File: src/rtl/inputcond_debounce.sv
// Multi-channel push-button conditioner: 2-flop synchroniser, debounce,
// polarity normalisation, press/release pulses and optional auto-repeat.
module inputcond_debounce #(
  parameter int CHANNELS        = 4,
  parameter int DEBOUNCE_CYCLES = 4,
  parameter int ACTIVE_LOW      = 1,
  parameter int REPEAT_DELAY    = 0,
  parameter int REPEAT_PERIOD   = 1
) (
  input  logic                clock,
  input  logic                resetn,
  input  logic [CHANNELS-1:0] Ainput,
  output logic [CHANNELS-1:0] level,
  output logic [CHANNELS-1:0] press,
  output logic [CHANNELS-1:0] released
);

  localparam int DW   = $clog2(DEBOUNCE_CYCLES) + 1;
  localparam int RMAX = (REPEAT_DELAY > REPEAT_PERIOD) ? REPEAT_DELAY : REPEAT_PERIOD;
  localparam int RW   = $clog2(RMAX) + 1;

  localparam logic [DW-1:0]       DB_LAST   = DW'(DEBOUNCE_CYCLES - 1);
  localparam logic [RW-1:0]       DLY_LAST  = RW'((REPEAT_DELAY > 0) ? REPEAT_DELAY - 1 : 0);
  localparam logic [RW-1:0]       PER_LAST  = RW'((REPEAT_PERIOD > 0) ? REPEAT_PERIOD - 1 : 0);
  localparam logic                REP_EN    = (REPEAT_DELAY > 0);
  localparam logic [CHANNELS-1:0] IDLE_PINS = {CHANNELS{(ACTIVE_LOW != 0)}};

  typedef enum logic [1:0] {
    ST_IDLE   = 2'd0,
    ST_DELAY  = 2'd1,
    ST_REPEAT = 2'd2
  } state_t;

  logic [CHANNELS-1:0] sync1_r, sync2_r;
  logic [CHANNELS-1:0] level_r, press_r, release_r;
  logic [DW-1:0]       dcnt_r [CHANNELS];
  state_t              state_r [CHANNELS];
  logic [RW-1:0]       rcnt_r [CHANNELS];

  logic [CHANNELS-1:0] pressed_s, level_next_s, rise_s, fall_s, rep_s;
  logic [DW-1:0]       dcnt_next_s [CHANNELS];
  state_t              state_next_s [CHANNELS];
  logic [RW-1:0]       rcnt_next_s [CHANNELS];

  // Polarity-normalised synchronised sample: 1 means pressed.
  assign pressed_s = sync2_r ^ IDLE_PINS;

  // Debounce: a new value must persist for DEBOUNCE_CYCLES samples.
  always_comb begin
    for (int i = 0; i < CHANNELS; i++) begin
      level_next_s[i] = level_r[i];
      dcnt_next_s[i]  = {DW{1'b0}};
      if (pressed_s[i] == level_r[i]) begin
        dcnt_next_s[i] = {DW{1'b0}};
      end else if (dcnt_r[i] == DB_LAST) begin
        level_next_s[i] = pressed_s[i];
        dcnt_next_s[i]  = {DW{1'b0}};
      end else begin
        dcnt_next_s[i] = dcnt_r[i] + DW'(1'b1);
      end
    end
    rise_s = level_next_s & ~level_r;
    fall_s = level_r & ~level_next_s;
  end

  // Auto-repeat next-state; a release always wins and suppresses a repeat.
  always_comb begin
    rep_s = {CHANNELS{1'b0}};
    for (int i = 0; i < CHANNELS; i++) begin
      state_next_s[i] = state_r[i];
      rcnt_next_s[i]  = rcnt_r[i];
      if (fall_s[i]) begin
        state_next_s[i] = ST_IDLE;
        rcnt_next_s[i]  = {RW{1'b0}};
      end else begin
        case (state_r[i])
          ST_IDLE: begin
            rcnt_next_s[i] = {RW{1'b0}};
            if (rise_s[i] && REP_EN) begin
              state_next_s[i] = ST_DELAY;
            end else begin
              state_next_s[i] = ST_IDLE;
            end
          end
          ST_DELAY: begin
            if (rcnt_r[i] == DLY_LAST) begin
              state_next_s[i] = ST_REPEAT;
              rcnt_next_s[i]  = {RW{1'b0}};
              rep_s[i]        = 1'b1;
            end else begin
              rcnt_next_s[i] = rcnt_r[i] + RW'(1'b1);
            end
          end
          ST_REPEAT: begin
            if (rcnt_r[i] == PER_LAST) begin
              rcnt_next_s[i] = {RW{1'b0}};
              rep_s[i]       = 1'b1;
            end else begin
              rcnt_next_s[i] = rcnt_r[i] + RW'(1'b1);
            end
          end
          default: begin
            state_next_s[i] = ST_IDLE;
            rcnt_next_s[i]  = {RW{1'b0}};
          end
        endcase
      end
    end
  end

  // State registers; synchroniser resets to the idle pin level.
  always_ff @(posedge clock or negedge resetn) begin
    if (!resetn) begin
      sync1_r   <= IDLE_PINS;
      sync2_r   <= IDLE_PINS;
      level_r   <= {CHANNELS{1'b0}};
      press_r   <= {CHANNELS{1'b0}};
      release_r <= {CHANNELS{1'b0}};
      for (int i = 0; i < CHANNELS; i++) begin
        dcnt_r[i]  <= {DW{1'b0}};
        state_r[i] <= ST_IDLE;
        rcnt_r[i]  <= {RW{1'b0}};
      end
    end else begin
      sync1_r   <= Ainput;
      sync2_r   <= sync1_r;
      level_r   <= level_next_s;
      press_r   <= rise_s | rep_s;
      release_r <= fall_s;
      for (int i = 0; i < CHANNELS; i++) begin
        dcnt_r[i]  <= dcnt_next_s[i];
        state_r[i] <= state_next_s[i];
        rcnt_r[i]  <= rcnt_next_s[i];
      end
    end
  end

  assign level    = level_r;
  assign press    = press_r;
  assign released = release_r;

endmodule

File: config.mk
export PLATFORM = sky130hd
export DESIGN_NAME = inputcond_debounce
export DESIGN_NICKNAME = d
export VERILOG_FILES = /design/src/rtl/inputcond_debounce.sv
export SDC_FILE = /design/constraint.sdc
export NUM_CORES = 1
export LEC_CHECK = 0
export ABC_AREA = 1
export BUFFER_PORTS_ARGS = -buffer_cell sky130_fd_sc_hd__clkbuf_2
export CAP_MARGIN = 15
export CORE_MARGIN = 8
export CORE_UTILIZATION = 53
export CTS_BUF_LIST = sky130_fd_sc_hd__clkbuf_16
export DETAILED_ROUTE_END_ITERATION = 8
export GPL_ROUTABILITY_DRIVEN = 0
export GPL_TIMING_DRIVEN = 1
export PLACE_DENSITY = 0.81
export SLEW_MARGIN = 20
export SYNTH_ARGS = -nofsm -noshare
export SYNTH_HDL_FRONTEND = slang
export SYNTH_SLANG_ARGS = --single-unit
File: constraint.sdc
create_clock -name clock -period 1.3 [get_ports clock]
set_clock_uncertainty 0.1 [all_clocks]
set_input_delay 0.26 -clock clock [delete_from_list [all_inputs] [get_ports clock]]
set_output_delay 0.26 -clock clock [all_outputs]
set_load 0.05 [all_outputs]
==> qor.csv, run 1 <==
stage;metric;value;unit
finish;diodes;0;
finish;drive_above_1_share;32.4;%
routing;route.detailed.drc;0;
synth;avgSynthCellArea;11.1;sq um
power_and_ir_drop;p_leak;0.783;nW
synth;yosys.area.top_type;dfrtp_1;
clock_tree;htreeDepth;2;
critical_path;arrival;0.91;ns
critical_path;r2r_end;dcnt_r[1]$_DFF_PN0_;
global_routing;grt_pass1_vias;784;
synth;synthCells;104;
critical_path;cp_top_family;flip-flops;
global_routing;antenna_found_initial;0;
critical_path;crit_fanout;5;
worst_hold_path;min-delay-start;sync1_r[2]$_DFF_PN1_;
synth;synth_edf_count;0;
critical_path;cp_slowest_cell;dfrtp_1;
global_routing;grtUsageTotal;11.0;%
floorplanning;rows;17;
finish;post-route-util;71.8;%
finish;final-seq-area;812;sq um
routing;routedWlPerCell;11.6;microns
timing;drv_slew;0;
timing;period_share;97.4;%
global_routing;overflow;0;
timing;rsz0062_at_grt;false;
place;numPortBuffers;17;
timing;fmax;790;MHz
synth;async_flop_share;100;%
synth;synth_top_area_share;51.9;%
finish;multiInputGateArea;300;sq um
critical_path;cp-end-kind;output pin;
clock_tree;cts_sinks;32;
critical_path;worstReg2RegStart;dcnt_r[0]$_DFF_PN0_;
routing;vias_per_cell;4.51;
power_and_ir_drop;ir_drop;1450;uV
clock_tree;root_buffer;clkbuf_16;
critical_path;worstPathCellList;clkbuf_8;
power_and_ir_drop;power_density;2150;nW/um^2
clock_tree;cts_tree;yes;
floorplanning;fp.dieH;62.7;microns
routing;vias;740;
timing;tightestPinTransition;0.375;ns
timing;hold_violations;0;
timing;period_minus_slack;1.27;ns
clock_tree;cts_buffers;5;
worst_hold_path;min_to;sync2_r[2]$_DFF_PN1_;
synth;synth.area.top_cells;dfrtp_1, dfstp_2, nor2_1, nand2_1, ha_1;
timing;relSlewSlack;75.0;%
floorplanning;dieWidth;62.7;microns
timing;setup_ws;0.0343;ns
timing;setup_viol;0;
critical_path;ff2ff_setup_slack;0.19;ns
place;pre_cts_slack;0.187;ns
floorplanning;core_area;2130;sq um
synth;ys_seq_area_share;70.1;%
timing;fin_tns_setup;0;ns
clock_tree;cts_buffer_depth;2;
floorplanning;num_io_pins;18;
routing;wirelength;1910;microns
synth;syn_nets;114;
critical_path;cp.buffers_inverters;1;
place;post-dp-hpwl;1290;microns
floorplanning;start_util;54.4;%
clock_tree;cts.clk_slew.worst_paths;0.05;ns
critical_path;cp.required;0.94;ns
worst_hold_path;min_path_cells;0;
synth;ys_top_cells_by_count;dfrtp_1, nor2_1, nand2_1;
routing;final_antenna_net_count;0;
synth;synth_cell_types;14;
finish;area_growth;32.0;%
synth;syn_area;1160;sq um
finish;fin_nets;145;
routing;firstDrtPassIters;4;
clock_tree;clk_latency;0.27;ns
global_routing;grt_max_degree;20;
critical_path;slowest_delay;0.42;ns
worst_hold_path;hold_path.class;reg -> reg;
synth;synth.most_common_cell;dfrtp_1;
floorplanning;die_area;3930;sq um
critical_path;path_class;reg -> out;
synth;yosysWarnings;0;
finish;num-fill-cells;169;
synth;synth_seq_cells;32;
outcome;status;finished, final reports clean;
global_routing;grt_pass1_wl;3320;microns
critical_path;r2r_cells;4;
synth;synth-main-ff-cell;dfrtp_1;
run;cap_violations;0;
critical_path;setup.worst_path.start_class;register;
routing;drtIter0Drc;10;
-- power by group --
part | internal (mW) | leakage [nW] | switching (mW)
sequential | 1.19 | 0.404 | 0.135
clock | 0.684 | 0.0738 | 0.359
combinational | 0.339 | 0.305 | 0.572
-- state kept, by name, indices dropped and copies added (netlist names) --
name,flops
dcnt_r,12
level,4
press,4
released,4
sync1_r,4
sync2_r,4
-- per-layer routing --
layer,global-route usage (%),wire length [microns]
met1,10.4,805
met2,17.2,885
met3,7.89,178
met4,5.98,36
met5,0,0
-- how the worst max path moves through the flow --
stage               cells after the start                start  slack [ns]                  end
CTS                                     1   level[1]$_DFF_PN0_        0.02             level[1]
detailed placement                      4  dcnt_r[3]$_DFF_PN0_        0.19  dcnt_r[4]$_DFF_PN0_
global placement                        1   level[0]$_DFF_PN0_        0.25             level[0]
finish                                  1   level[0]$_DFF_PN0_        0.03             level[0]
floorplan                               4   level[3]$_DFF_PN0_        0.13  dcnt_r[0]$_DFF_PN0_
global route                            1   level[0]$_DFF_PN0_      0.0002             level[0]
-- cells by family (layout without fill, tap and decap cells) --
logic type / count (synthesis) / count (layout) / share of synthesized area (%)
simple gates: 52 / 52 / 19.9
flops: 32 / 32 / 70.1
fa+ha+maj: 4 / 4 / 4.33
buf+inv: 12 / 44 / 3.90
compound gates: 4 / 4 / 1.73
-- what timing repair did --
item | 4_1_cts | 5_1_grt
gates resized for setup | 8 | 1
setup endpoints to repair | 4 | 2
setup buffers | 0 | 1
cloned | 0 | 0
hold buffers | 5 | 0
endpoints found under the hold margin | 13 | 0
-- layout make-up --
type	count	area share, %
timing repair buffer	24	13.0
inverter	12	2.95
sequential	32	53.2
clock buffer	5	8.20
multi-input combinational	60	19.7
tap	28	2.30
clock inverter	3	0.738
-- layout by cell type (no fill, tap or decap) --
cell type / instances
clkbuf_8: 4
inv_2: 3
nand2_1: 16
or2_0: 1
clkinv_1: 2
dfrtp_1: 23
clkbuf_2: 13
clkbuf_16: 5
buf_12: 1
nor3_1: 4
ha_1: 4
or2_1: 3
inv_1: 10
nor2_1: 20
dfstp_2: 8
dfrtp_2: 1
dlygate4sd3_1: 5
nand2_2: 4
o21ai_0: 4
buf_4: 1
nor2_2: 4
-- through the flow --
step | instances | power [mW] | hold WS [ns] | area [sq um]
6_report | 164 | 3.28 | 0.253 | 1530
5_1_grt | 164 | 3.48 | 0.258 | 1530
4_1_cts | 163 | 3.29 | 0.254 | 1520
3_5_place_dp | 150 | 2.12 | 0.0913 | 1300
3_3_place_gp | 150 | 2.07 | 0.0841 | 1300
2_1_floorplan | 104 | 1.91 | -0.136 | 1160
(Power assumes the default switching activity.)
==> run 2: changes to the inputs <==
==> constraint.sdc (replaced) <==
create_clock -name clock -period 1.34 [get_ports clock]
set_clock_uncertainty 0.1 [all_clocks]
set_input_delay 0.268 -clock clock [delete_from_list [all_inputs] [get_ports clock]]
set_output_delay 0.268 -clock clock [all_outputs]
set_load 0.1 [all_outputs]
==> qor.csv, run 2 (synthesized netlist as in run 1, its figures left out) <==
stage;metric;value;unit;change
floorplanning;dieWidth;62.7;microns;unchanged
routing;route.detailed.drc;0;;unchanged
critical_path;cp_slowest_cell;dfrtp_2;;
timing;rsz0062_at_grt;false;;
critical_path;crit_fanout;5;;unchanged
clock_tree;cts.clk_slew.worst_paths;0.05;ns;about the same
routing;vias_per_cell;4.72;;+4.6%
floorplanning;start_util;54.4;%;unchanged
clock_tree;root_buffer;clkbuf_16;;
critical_path;cp-end-kind;output pin;;
timing;fmax;785;MHz;
timing;period_minus_slack;1.27;ns;
place;numPortBuffers;17;;unchanged
finish;final_cell_mix;nor2_1, dfrtp_1, nand2_1;;
global_routing;antenna_found_initial;0;;unchanged
timing;worst_hold_slack;0.253;ns;-0.000169 ns
global_routing;grtUsageMet3;6.99;%;-0.90 points
timing;drv_slew;0;;unchanged
power_and_ir_drop;power_density;2190;nW/um^2;+2.2%
critical_path;setup.worst_path.start_class;register;;
worst_hold_path;hold_path.class;reg -> reg;;
clock_tree;cts_buffer_depth;2;;unchanged
finish;largest_reg_flops;12;;unchanged
global_routing;grtUsageTotal;12.6;%;+1.6 points
timing;setup_viol;0;;unchanged
place;post-dp-hpwl;1420;microns;+9.8%
global_routing;grt_pass1_vias;839;;+7.0%
timing;relSlewSlack;74.8;%;-0.18 points
floorplanning;fp.dieH;62.7;microns;unchanged
finish;drive_above_1_share;34.1;%;+1.7 points
power_and_ir_drop;ir_drop;1640;uV;+14%
routing;drtIter0Drc;22;;+12
floorplanning;num_io_pins;18;;unchanged
clock_tree;clk_latency;0.27;ns;about the same
floorplanning;core_area;2130;sq um;unchanged
power_and_ir_drop;p_leak;0.805;nW;+2.8%
finish;fin_nets;144;;-0.69%
finish;diodes;0;;unchanged
clock_tree;cts_tree;yes;;
critical_path;worstPathCellList;buf_12;;
global_routing;grt_pass1_wl;3710;microns;+12%
outcome;status;finished, final reports clean;;
clock_tree;htreeDepth;2;;unchanged
floorplanning;rows;17;;unchanged
timing;hold_violations;0;;unchanged
clock_tree;cts_setup_buffers;0;;unchanged
finish;area_growth;43.2;%;
clock_tree;cts_sinks;32;;unchanged
critical_path;cp_top_family;flip-flops;;
global_routing;grt_max_degree;33;;+65%
critical_path;cp.buffers_inverters;1;;unchanged
routing;routedWlPerCell;13.3;microns;+14%
run;cap_violations;0;;unchanged
critical_path;path_class;reg -> out;;
finish;regMostFlops;dcnt_r;;
critical_path;cp.required;0.97;ns;+0.03 ns
critical_path;arrival;0.91;ns;about the same
routing;firstDrtPassIters;4;;unchanged
floorplanning;die_area;3930;sq um;unchanged
timing;tightestPinTransition;0.378;ns;+0.00271 ns
timing;fin_tns_setup;0;ns;unchanged
clock_tree;post_cts_resize_count;0;;-8
critical_path;slowest_delay;0.45;ns;+0.03 ns
routing;final_antenna_net_count;0;;unchanged
timing;period_share;95.1;%;
global_routing;top_usage_layer;met2;;
global_routing;met1_usage;11.2;%;+0.78 points
clock_tree;cts_buffers;5;;unchanged
routing;wirelength;2160;microns;+13%
global_routing;overflow;0;;unchanged
routing;vias;769;;+3.9%
finish;num-fill-cells;142;;-16%
global_routing;globalRouteMet2Util;22.3;%;+5.0 points
-- run 2: cell types whose count changed in the layout (fill, tap and decap cells not counted), sizes merged --
cell	previous run	this run
buf	2	13
clkbuf	22	10
-- run 2: final timing paths --
path / cells after the start / startpoint / slack, ns / end
min reg2reg: 0 / sync1_r[2]$_DFF_PN1_ / 0.25 / sync2_r[2]$_DFF_PN1_
max in group asynchronous: 3 / resetn / 0.37 / sync1_r[3]$_DFF_PN1_
min: 0 / sync1_r[2]$_DFF_PN1_ / 0.25 / sync2_r[2]$_DFF_PN1_
min in group asynchronous: 3 / resetn / 0.46 / press[2]$_DFF_PN0_
max reg2reg: 4 / dcnt_r[0]$_DFF_PN0_ / 0.17 / dcnt_r[0]$_DFF_PN0_
max: 1 / level[1]$_DFF_PN0_ / 0.07 / level[1]
-- run 2: report_power, final --
| group | switching, mW | internal (mW) | leakage, nW |
|---|---|---|---|
| Clock | 0.348 | 0.663 | 0.0738 |
| Combinational | 0.835 | 0.449 | 0.331 |
| Sequential | 0.178 | 1.16 | 0.401 |
| Total | 1.36 | 2.27 | 0.805 |
-- run 2: cell type report --
cell class	count	area, sq um	area share (%)
flip-flops and latches	32	816	49.3
repair buffers	23	323	19.5
multi-input cells	60	300	18.1
clock buffers	5	125	7.56
inverters	12	45.0	2.72
well taps	28	35.0	2.12
clock inverters	3	11.3	0.680
-- run 2: layer usage --
layer,wire (microns),share of wire (%),vias to the layer above
li1,-,-,375
met1,800,37,370
met2,1170,54,17
met3,142,6.6,7
met4,51,2.4,0
met5,0,0,-
-- run 2: stage by stage --
stage          setup slack [ns]  util (%)  area (sq um)  power, mW  instances
3_3_place_gp              0.295      69.1          1470       2.54        150
5_1_grt                  0.0343      77.8          1660       3.82        163
3_5_place_dp              0.182      69.1          1470       2.61        150
4_1_cts                  0.0584      77.8          1660       3.68        163
6_report                 0.0657      77.8          1660       3.63        163
2_1_floorplan            0.0887         -          1160       2.13        104
-- run 2: what timing repair did --
item,in CTS,in global routing
endpoints found under the hold margin,28,0
endpoints found under the setup margin,0,0
hold buffers,5,0
